==> src/rtl/crc_frame_tx_pkg.sv <==
// Shared types and constants for the CRC-framed byte transmitter.
// Frame layout: SOF, LEN_HI, LEN_LO, payload, CRC_HI, CRC_LO.
package crc_frame_tx_pkg;

  typedef enum logic [2:0] {
    ST_IDLE     = 3'd0,
    ST_CRC_WAIT = 3'd1,
    ST_HDR      = 3'd2,
    ST_PAYLOAD  = 3'd3,
    ST_TRAILER  = 3'd4,
    ST_DONE     = 3'd5
  } state_t;

  localparam logic [7:0] SOF_BYTE_DEF   = 8'h7E;
  localparam int         HDR_BYTES      = 3;
  localparam int         TRL_BYTES      = 2;
  localparam int         FRAME_OVERHEAD = HDR_BYTES + TRL_BYTES;

  // Header byte by position: 0 = SOF, 1 = length high, 2 = length low.
  function automatic logic [7:0] hdr_byte(input logic [1:0]  idx,
                                          input logic [15:0] len,
                                          input logic [7:0]  sof);
    case (idx)
      2'd0:    hdr_byte = sof;
      2'd1:    hdr_byte = len[15:8];
      default: hdr_byte = len[7:0];
    endcase
  endfunction

endpackage

==> src/rtl/crc_frame_tx_if.sv <==
// Byte stream valid/ready interface carrying the framed packet to its sink.
interface crc_frame_tx_if;
  logic [7:0] tx_data;
  logic       tx_valid;
  logic       tx_ready;

  modport master (output tx_data, output tx_valid, input  tx_ready);
  modport slave  (input  tx_data, input  tx_valid, output tx_ready);
endinterface

==> src/rtl/crc_frame_tx_fifo.sv <==
// Small first-word-fall-through FIFO used as the output skid buffer.
// The head word is visible on dout while not empty; dout reads 0 when empty.
module sync_fifo_fwft #(
  parameter int WIDTH = 8,
  parameter int DEPTH = 4
) (
  input  logic                     i_Clk,
  input  logic                     i_Rst_n,
  input  logic                     push,
  input  logic [WIDTH-1:0]         din,
  input  logic                     pop,
  output logic [WIDTH-1:0]         dout,
  output logic                     empty,
  output logic                     full,
  output logic [$clog2(DEPTH):0]   count
);

  localparam int AW = $clog2(DEPTH);

  logic [WIDTH-1:0] mem [DEPTH];
  logic [AW:0]      wr_ptr_reg;
  logic [AW:0]      rd_ptr_reg;
  logic             wr_en;
  logic             rd_en;

  // Extra pointer bit distinguishes full from empty when the indices match.
  assign empty = (wr_ptr_reg == rd_ptr_reg);
  assign full  = (wr_ptr_reg[AW] != rd_ptr_reg[AW]) &&
                 (wr_ptr_reg[AW-1:0] == rd_ptr_reg[AW-1:0]);
  assign count = wr_ptr_reg - rd_ptr_reg;
  assign wr_en = push && !full;
  assign rd_en = pop && !empty;
  assign dout  = empty ? '0 : mem[rd_ptr_reg[AW-1:0]];

  always_ff @(posedge i_Clk) begin
    if (wr_en) begin
      mem[wr_ptr_reg[AW-1:0]] <= din;
    end
  end

  always_ff @(posedge i_Clk or negedge i_Rst_n) begin
    if (!i_Rst_n) begin
      wr_ptr_reg <= '0;
      rd_ptr_reg <= '0;
    end else begin
      if (wr_en) wr_ptr_reg <= wr_ptr_reg + (AW+1)'(1);
      if (rd_en) rd_ptr_reg <= rd_ptr_reg + (AW+1)'(1);
    end
  end

endmodule

==> src/rtl/crc_frame_tx.sv <==
// Frames a BRAM-resident payload as SOF/LEN/payload/CRC on a byte stream,
// after obtaining the payload CRC from the external crc16 engine.
module crc_frame_tx
  import crc_frame_tx_pkg::*;
#(
  parameter int         ADDR_W   = 9,
  parameter int         BRAM_LAT = 2,
  parameter int         FIFO_D   = 4,
  parameter logic [7:0] SOF_BYTE = SOF_BYTE_DEF
) (
  input  logic              i_Clk,
  input  logic              i_Rst_n,
  input  logic              i_send_trig,
  input  logic [ADDR_W-1:0] i_data_len,
  output logic              o_busy,
  output logic              o_done,
  output logic              o_len_err,
  output logic              o_crc_start,
  input  logic              i_crc_ready,
  input  logic [15:0]       i_crc_value,
  output logic [ADDR_W-1:0] o_bram_addr,
  output logic              o_bram_en,
  input  logic [7:0]        i_bram_dout,
  crc_frame_tx_if.master    tx
);

  localparam int CNT_W = ADDR_W + 1;
  localparam int FAW   = $clog2(FIFO_D);
  localparam int FCW   = FAW + 1;

  state_t            state_reg;
  state_t            state_next;
  logic [ADDR_W-1:0] len_reg;
  logic [15:0]       crc_reg;
  logic              crc_first_reg;
  logic [1:0]        hdr_cnt_reg;
  logic              trl_cnt_reg;
  logic [CNT_W-1:0]  rd_cnt_reg;
  logic [CNT_W-1:0]  push_cnt_reg;
  logic [FCW-1:0]    inflight_reg;
  logic [BRAM_LAT-1:0] rd_vld_reg;

  logic              fifo_push;
  logic              fifo_pop;
  logic [7:0]        fifo_din;
  logic [7:0]        fifo_dout;
  logic              fifo_empty;
  logic              fifo_full;
  logic [FCW-1:0]    fifo_count;

  logic              trig_ok;
  logic              trig_bad;
  logic              rd_ret;
  logic              rd_issue;
  logic              hdr_push;
  logic              trl_push;
  logic              pay_last;
  logic              crc_take;
  logic [CNT_W-1:0]  len_ext;
  logic [FCW:0]      credit_sum;

  assign trig_ok  = i_send_trig && (i_data_len != '0);
  assign trig_bad = i_send_trig && (i_data_len == '0);
  assign len_ext  = {1'b0, len_reg};
  assign rd_ret   = rd_vld_reg[BRAM_LAT-1];
  assign crc_take = (state_reg == ST_CRC_WAIT) && !crc_first_reg && i_crc_ready;
  assign hdr_push = (state_reg == ST_HDR) && !fifo_full;
  assign trl_push = (state_reg == ST_TRAILER) && !fifo_full;
  assign pay_last = (state_reg == ST_PAYLOAD) && rd_ret &&
                    ((push_cnt_reg + CNT_W'(1)) == len_ext);

  // Reads are only issued when a FIFO slot is reserved for every outstanding
  // return, so the BRAM pipeline can never overrun a stalled sink.
  assign credit_sum = {1'b0, fifo_count} + {1'b0, inflight_reg};
  assign rd_issue   = (state_reg == ST_PAYLOAD) && (rd_cnt_reg < len_ext) &&
                      (credit_sum < (FCW+1)'(FIFO_D));

  assign fifo_pop    = tx.tx_valid && tx.tx_ready;
  assign tx.tx_valid = !fifo_empty;
  assign tx.tx_data  = fifo_dout;

  sync_fifo_fwft #(
    .WIDTH (8),
    .DEPTH (FIFO_D)
  ) u_fifo (
    .i_Clk   (i_Clk),
    .i_Rst_n (i_Rst_n),
    .push    (fifo_push),
    .din     (fifo_din),
    .pop     (fifo_pop),
    .dout    (fifo_dout),
    .empty   (fifo_empty),
    .full    (fifo_full),
    .count   (fifo_count)
  );

  always_ff @(posedge i_Clk or negedge i_Rst_n) begin
    if (!i_Rst_n) begin
      state_reg <= ST_IDLE;
    end else begin
      state_reg <= state_next;
    end
  end

  always_comb begin
    state_next = state_reg;
    case (state_reg)
      ST_IDLE:     if (trig_ok) state_next = ST_CRC_WAIT;
      ST_CRC_WAIT: if (crc_take) state_next = ST_HDR;
      ST_HDR:      if (hdr_push && (hdr_cnt_reg == 2'(HDR_BYTES-1))) state_next = ST_PAYLOAD;
      ST_PAYLOAD:  if (pay_last) state_next = ST_TRAILER;
      ST_TRAILER:  if (trl_push && trl_cnt_reg) state_next = ST_DONE;
      ST_DONE:     if (fifo_empty) state_next = ST_IDLE;
      default:     state_next = ST_IDLE;
    endcase
  end

  always_comb begin
    o_busy      = (state_reg != ST_IDLE);
    o_done      = (state_reg == ST_DONE) && fifo_empty;
    o_crc_start = (state_reg == ST_IDLE) && trig_ok;
    o_len_err   = (state_reg == ST_IDLE) && trig_bad;
    o_bram_en   = rd_issue;
    o_bram_addr = rd_issue ? rd_cnt_reg[ADDR_W-1:0] : '0;
    fifo_push   = 1'b0;
    fifo_din    = '0;
    case (state_reg)
      ST_HDR: begin
        fifo_push = hdr_push;
        fifo_din  = hdr_byte(hdr_cnt_reg, 16'(len_reg), SOF_BYTE);
      end
      ST_PAYLOAD: begin
        fifo_push = rd_ret;
        fifo_din  = i_bram_dout;
      end
      ST_TRAILER: begin
        fifo_push = trl_push;
        fifo_din  = trl_cnt_reg ? crc_reg[7:0] : crc_reg[15:8];
      end
      default: begin
        fifo_push = 1'b0;
        fifo_din  = '0;
      end
    endcase
  end

  // crc16 drops its ready flag one cycle late, so the first CRC_WAIT cycle
  // may still show the previous frame's result and is skipped.
  always_ff @(posedge i_Clk or negedge i_Rst_n) begin
    if (!i_Rst_n) begin
      len_reg       <= '0;
      crc_reg       <= '0;
      crc_first_reg <= 1'b0;
      hdr_cnt_reg   <= '0;
      trl_cnt_reg   <= 1'b0;
      rd_cnt_reg    <= '0;
      push_cnt_reg  <= '0;
      inflight_reg  <= '0;
    end else begin
      crc_first_reg <= (state_reg == ST_IDLE) && trig_ok;
      if ((state_reg == ST_IDLE) && trig_ok) begin
        len_reg      <= i_data_len;
        hdr_cnt_reg  <= '0;
        trl_cnt_reg  <= 1'b0;
        rd_cnt_reg   <= '0;
        push_cnt_reg <= '0;
      end
      if (crc_take) crc_reg <= i_crc_value;
      if (hdr_push) hdr_cnt_reg <= hdr_cnt_reg + 2'd1;
      if (trl_push) trl_cnt_reg <= !trl_cnt_reg;
      if (rd_issue) rd_cnt_reg <= rd_cnt_reg + CNT_W'(1);
      if ((state_reg == ST_PAYLOAD) && rd_ret) push_cnt_reg <= push_cnt_reg + CNT_W'(1);
      case ({rd_issue, rd_ret})
        2'b10:   inflight_reg <= inflight_reg + FCW'(1);
        2'b01:   inflight_reg <= inflight_reg - FCW'(1);
        default: inflight_reg <= inflight_reg;
      endcase
    end
  end

  // Read-valid delay line: bit BRAM_LAT-1 marks the cycle the data is on i_bram_dout.
  generate
    for (genvar gi = 0; gi < BRAM_LAT; gi++) begin : g_rd_vld
      always_ff @(posedge i_Clk or negedge i_Rst_n) begin
        if (!i_Rst_n) begin
          rd_vld_reg[gi] <= 1'b0;
        end else if (gi == 0) begin
          rd_vld_reg[gi] <= rd_issue;
        end else begin
          rd_vld_reg[gi] <= rd_vld_reg[(gi == 0) ? 0 : gi-1];
        end
      end
    end
  endgenerate

endmodule
==> src/flat_wrapper.sv <==
// flat-port wrapper written by rule: the top's interface ports become plain ports
module crc_frame_tx_flat import crc_frame_tx_pkg::*;
#(
  parameter int         ADDR_W   = 9,
  parameter int         BRAM_LAT = 2,
  parameter int         FIFO_D   = 4,
  parameter logic [7:0] SOF_BYTE = SOF_BYTE_DEF
)
  (i_Clk, i_Rst_n, i_send_trig, i_data_len, o_busy, o_done, o_len_err, o_crc_start, i_crc_ready, i_crc_value, o_bram_addr, o_bram_en, i_bram_dout, tx_tx_data, tx_tx_valid, tx_tx_ready);
  crc_frame_tx_if tx_i ();
  input  logic i_Clk;
  input  logic i_Rst_n;
  input  logic i_send_trig;
  input  logic [ADDR_W-1:0] i_data_len;
  output logic o_busy;
  output logic o_done;
  output logic o_len_err;
  output logic o_crc_start;
  input  logic i_crc_ready;
  input  logic [15:0] i_crc_value;
  output logic [ADDR_W-1:0] o_bram_addr;
  output logic o_bram_en;
  input  logic [7:0] i_bram_dout;
  output wire logic [$bits(tx_i.tx_data)-1:0] tx_tx_data;
  output wire logic [$bits(tx_i.tx_valid)-1:0] tx_tx_valid;
  input wire logic [$bits(tx_i.tx_ready)-1:0] tx_tx_ready;
  assign tx_tx_data = tx_i.tx_data;
  assign tx_tx_valid = tx_i.tx_valid;
  assign tx_i.tx_ready = tx_tx_ready;
  crc_frame_tx #(.ADDR_W(ADDR_W), .BRAM_LAT(BRAM_LAT), .FIFO_D(FIFO_D), .SOF_BYTE(SOF_BYTE)) u_core (.i_Clk(i_Clk), .i_Rst_n(i_Rst_n), .i_send_trig(i_send_trig), .i_data_len(i_data_len), .o_busy(o_busy), .o_done(o_done), .o_len_err(o_len_err), .o_crc_start(o_crc_start), .i_crc_ready(i_crc_ready), .i_crc_value(i_crc_value), .o_bram_addr(o_bram_addr), .o_bram_en(o_bram_en), .i_bram_dout(i_bram_dout), .tx(tx_i));
endmodule
==> config.mk <==
export PLATFORM = sky130hd
export DESIGN_NAME = crc_frame_tx_flat
export DESIGN_NICKNAME = d
export VERILOG_FILES = /design/src/rtl/crc_frame_tx_pkg.sv /design/src/rtl/crc_frame_tx_if.sv /design/src/rtl/crc_frame_tx_fifo.sv /design/src/rtl/crc_frame_tx.sv /design/src/flat_wrapper.sv
export SDC_FILE = /design/constraint.sdc
export NUM_CORES = 1
export LEC_CHECK = 0
export ABC_CLOCK_PERIOD_IN_PS = 5100
export CAP_MARGIN = 20
export CORE_MARGIN = 2
export CORE_UTILIZATION = 42
export DETAILED_ROUTE_END_ITERATION = 16
export GPL_ROUTABILITY_DRIVEN = 0
export REMOVE_ABC_BUFFERS = 1
export SYNTH_ARGS = -nofsm -noshare
export SYNTH_HDL_FRONTEND = slang
export SYNTH_SLANG_ARGS = --single-unit
==> constraint.sdc <==
create_clock -name i_Clk -period 5.1 [get_ports i_Clk]
set_input_delay 0.51 -clock i_Clk [delete_from_list [all_inputs] [get_ports i_Clk]]
set_output_delay 0.51 -clock i_Clk [all_outputs]
set_load 0.03 [all_outputs]
==> results.txt <==
----------------------------------------------------
[Outcome]
  Run status ... finished, violations left
  Violated checks ... DRC

[Clock network]
  Max Root-Sink Buffers ... 2
  Number of sinks on the clock net ... 95
  Number of clock buffers inserted by TritonCTS ... 9
  # H-tree levels ... 3
  Hold_buf cts ... 0
  TritonCTS clock tree ... built
  Clock root buffer ... sky130_fd_sc_hd__clkbuf_16
  Number of post-CTS setup repair buffers ... 0
  Worst skew pair latency ... ~0.35 ns
  Reg clk slew, reported paths ... 0.07 ns
  Post-cts gate resize count ... 0

[Critical path]
  CP startpoint ... u_core.u_fifo.rd_ptr_reg[1]
  Number of cells on the worst reg-to-reg path ... 14
  Worst setup EP type ... output port
  Worst Path Required ... 4.59 ns
  Class of the most critical setup path ... flop to output port
  Critical Path Start Type ... flop
  Endpoint of the most critical register-to-register path ... u_core.inflight_reg[2]
  Worst R2R Setup Slack ... slightly above 1 ns
  FF-to-FF Start ... u_core.u_fifo.rd_ptr_reg[1]
  Critical Path AT ... approximately 4.2 ns
  Capturing instance or port of the critical path ... o_bram_addr[7]
  Critical path fanouts, max ... 30

[Layout]
  Net count, final ... around 560
  Final antenna diode count ... 0
  Share of cells above drive strength 1 ... 10.50%
  Area growth from synthesis to layout ... 20.42%
  Max reg flops ... 32
  Total non-filler cell area in the finished layout ... 0.006000 mm²
  Finished Layout Cells ... ~650
  Top library cells by usage in the layout, fill and taps aside ... 63 x sky130_fd_sc_hd__dfrtp_1, 59 x sky130_fd_sc_hd__clkdlybuf4s50_1, 35 x sky130_fd_sc_hd__nand2_1
  Commonest non-fill, non-tap cell in the layout ... sky130_fd_sc_hd__dfrtp_1

[Power]
  Power density over cell area ... between 500 and 600 mW/mm²
  Worst vdd ir ... 471.7 µV
  Total chip power ... 3263 µW
  Leakage component of the power ... about 0.0026 µW

[STA]
  Worst hold slack across all endpoints ... between 0.3 and 0.4 ns
  Period minus WS final ... 4.734 ns
  Tightest Pin Transition ... 0.8266 ns
  RSZ-0062 raised after global routing ... no
  Share of the clock period used by the worst path ... ~93%
  Number of hold-slack violations in the final timing report ... 0
  Final slew viol count ... 0
  Setup Skew ... 0.01210 ns
  Max-slew headroom at the worst pin ... between 40% and 50%
  Setup-failing EPs final ... 0
  Maximum clock frequency ... 211.3 MHz
  Aggregate negative setup slack ... 0 ns

[Drt]
  Via density per instance ... 5.466
  Remaining antenna violation count after routing ... 0
  Drt drc ... 3
  Number of design-rule violations left by the first detailed-router iteration ... 245
  Final WL ... about 11000 µm
  First-pass iteration count of the detailed router ... 11
  Routed len/inst ... 16.94 µm
  Total via count after detailed routing ... 3542

[Floorplanning]
  Initial standard-cell utilization of the core ... a little over two fifths
  Die Span Y ... 112.9 µm
  Number of top-level pins ... 61
  X dimension of the die ... 112.9 µm
  Total die area ... 0.01275 mm²
  Area inside the core boundary ... ~0.012 mm²
  Number of placement rows ... 39

[Yosys]
  Count of flip-flops with a built-in enable after synthesis ... 32
  Number of distinct library cell variants in the gate-level netlist after synthesis ... 55
  Post-synth top area share ... about a third
  Count of yosys warnings during synthesis ... 0
  Number of synthesized register bits ... 95
  Largest area contributor in the netlist ... sky130_fd_sc_hd__dfrtp_1
  Portion of the post-synthesis area used by sequential elements ... 50.93%
  Top post-synthesis cells by area ... sky130_fd_sc_hd__dfrtp_1 32%, sky130_fd_sc_hd__edfxtp_1 19%, sky130_fd_sc_hd__ha_1 5.8%, sky130_fd_sc_hd__mux2_2 4.1%, sky130_fd_sc_hd__mux4_2 3.6%
  Fraction of synthesis flops using an asynchronous set or reset pin ... 66.32%
  Most used flip-flop cell after synthesis ... sky130_fd_sc_hd__dfrtp_1
  Count of mapped cells out of synthesis ... 440
  Avg Inst Size Synth ... approximately 11 µm²
  Synth Cell Area ... 0.004982 mm²

[GRT]
  Remaining Overflow, GRT ... 0
  Global-route wire length before repair ... between 15000 and 20000 µm
  Overall track demand over capacity in global routing ... between 10% and 20%
  Initial antenna violation count ... 0
  Via count of the first global-routing pass ... 3509
  Largest net degree at the start of global routing ... 64

[Placement]
  Port buffer count ... 60
  Standard cell area after detailed placement ... 0.005709 mm²
  Detail Placement HPWL ... 7922 µm
  Number of cells after detailed placement ... between 600 and 700

[Job]
  Maximum Capacitance Violations ... 0

[Hold path]
  Hold/Removal Path Class ... input port to asynchronous set/reset pin

----------------------------------------------------
-- cell families after synthesis --
logic type      count (synthesis)  synth area share [%]
simple gates                  142                 15.22
flops                          95                 50.93
compound gates                 83                 10.80
buf+inv                        39                 3.290
mux                            35                 9.493
fa+ha+maj                      25                 6.580
xor+xnor                       21                 3.692
-- per-stage QoR --
step / setup slack (ns) / util [%]
after global routing: 0.1080 / 52.10
after floorplan: 1.296 / -
after CTS: 0.3273 / 52.10
after detailed placement: 0.7001 / 49.58
after global placement: 0.7501 / 49.58
final: 0.3664 / 52.10
-- worst max-delay path, stage by stage, from the launching register on --
cell                              delay (ns)
sky130_fd_sc_hd__dfrtp_1                0.61
sky130_fd_sc_hd__inv_1                  0.16
sky130_fd_sc_hd__fa_1                   0.43
sky130_fd_sc_hd__xnor2_1                0.14
sky130_fd_sc_hd__ha_1                   0.27
sky130_fd_sc_hd__or4_1                  0.49
sky130_fd_sc_hd__nor3_1                 0.27
sky130_fd_sc_hd__o221a_2                0.59
sky130_fd_sc_hd__and2_1                 0.22
sky130_fd_sc_hd__clkdlybuf4s50_1        0.67
-- final cells by class --
| class | instances | area [µm²] |
|---|---|---|
| clock buffer | 9 | 225.2 |
| clock inverter | 7 | 65.06 |
| fill | 1028 | 5517 |
| inverter | 25 | 93.84 |
| multi-input combinational | 306 | 2281 |
| sequential | 95 | 2537 |
| tap | 143 | 178.9 |
| timing repair buffer | 63 | 618.1 |
-- synth_stat cells, types with 5 or more instances --
| cell type | instances |
|---|---|
| sky130_fd_sc_hd__mux4_2 | 8 |
| sky130_fd_sc_hd__o211ai_1 | 6 |
| sky130_fd_sc_hd__nand2_1 | 35 |
| sky130_fd_sc_hd__nor2b_1 | 7 |
| sky130_fd_sc_hd__nand3_1 | 17 |
| sky130_fd_sc_hd__mux2i_1 | 9 |
| sky130_fd_sc_hd__xnor2_1 | 14 |
| sky130_fd_sc_hd__dfrtp_1 | 63 |
| sky130_fd_sc_hd__a221o_1 | 6 |
| sky130_fd_sc_hd__o21ai_1 | 11 |
| sky130_fd_sc_hd__o21ai_0 | 28 |
| sky130_fd_sc_hd__ha_1 | 23 |
| sky130_fd_sc_hd__and2_1 | 24 |
| sky130_fd_sc_hd__buf_2 | 5 |
| sky130_fd_sc_hd__mux2_2 | 18 |
| sky130_fd_sc_hd__nor2_1 | 18 |
| sky130_fd_sc_hd__and3_1 | 10 |
| sky130_fd_sc_hd__inv_1 | 24 |
| sky130_fd_sc_hd__edfxtp_1 | 32 |
| sky130_fd_sc_hd__clkbuf_1 | 7 |
| sky130_fd_sc_hd__xor2_1 | 7 |
| sky130_fd_sc_hd__a21oi_1 | 7 |
-- routing by layer --
layer	share of wire (%)	up-vias	track usage (%)
li1	-	1719	-
met4	1.5	0	4.959
met2	46	79	28.71
met1	48	1731	26.39
met5	0	-	0
met3	4.6	13	4.124
-- power breakdown --
group | internal (µW) | switching, µW | leakage (µW) | total, µW
Clock | 341 | 320 | 0.000139 | 661
Sequential | 941 | 128 | 0.00106 | 1070
Combinational | 655 | 878 | 0.00139 | 1530
-- how the worst min path moves through the flow --
stage / start / to / cells past startpoint
after detailed placement: u_core.rd_vld_reg[0] / u_core.rd_ret / 0
after CTS: u_core.rd_vld_reg[0] / u_core.rd_ret / 0
final: i_Rst_n / u_core.push_cnt_reg[7] / 2
after global routing: u_core.rd_vld_reg[0] / u_core.rd_ret / 0
after floorplan: i_Rst_n / u_core.crc_first_reg / 0
after global placement: u_core.rd_vld_reg[0] / u_core.rd_ret / 0
Note: power is estimated with default switching activity, not from simulation.
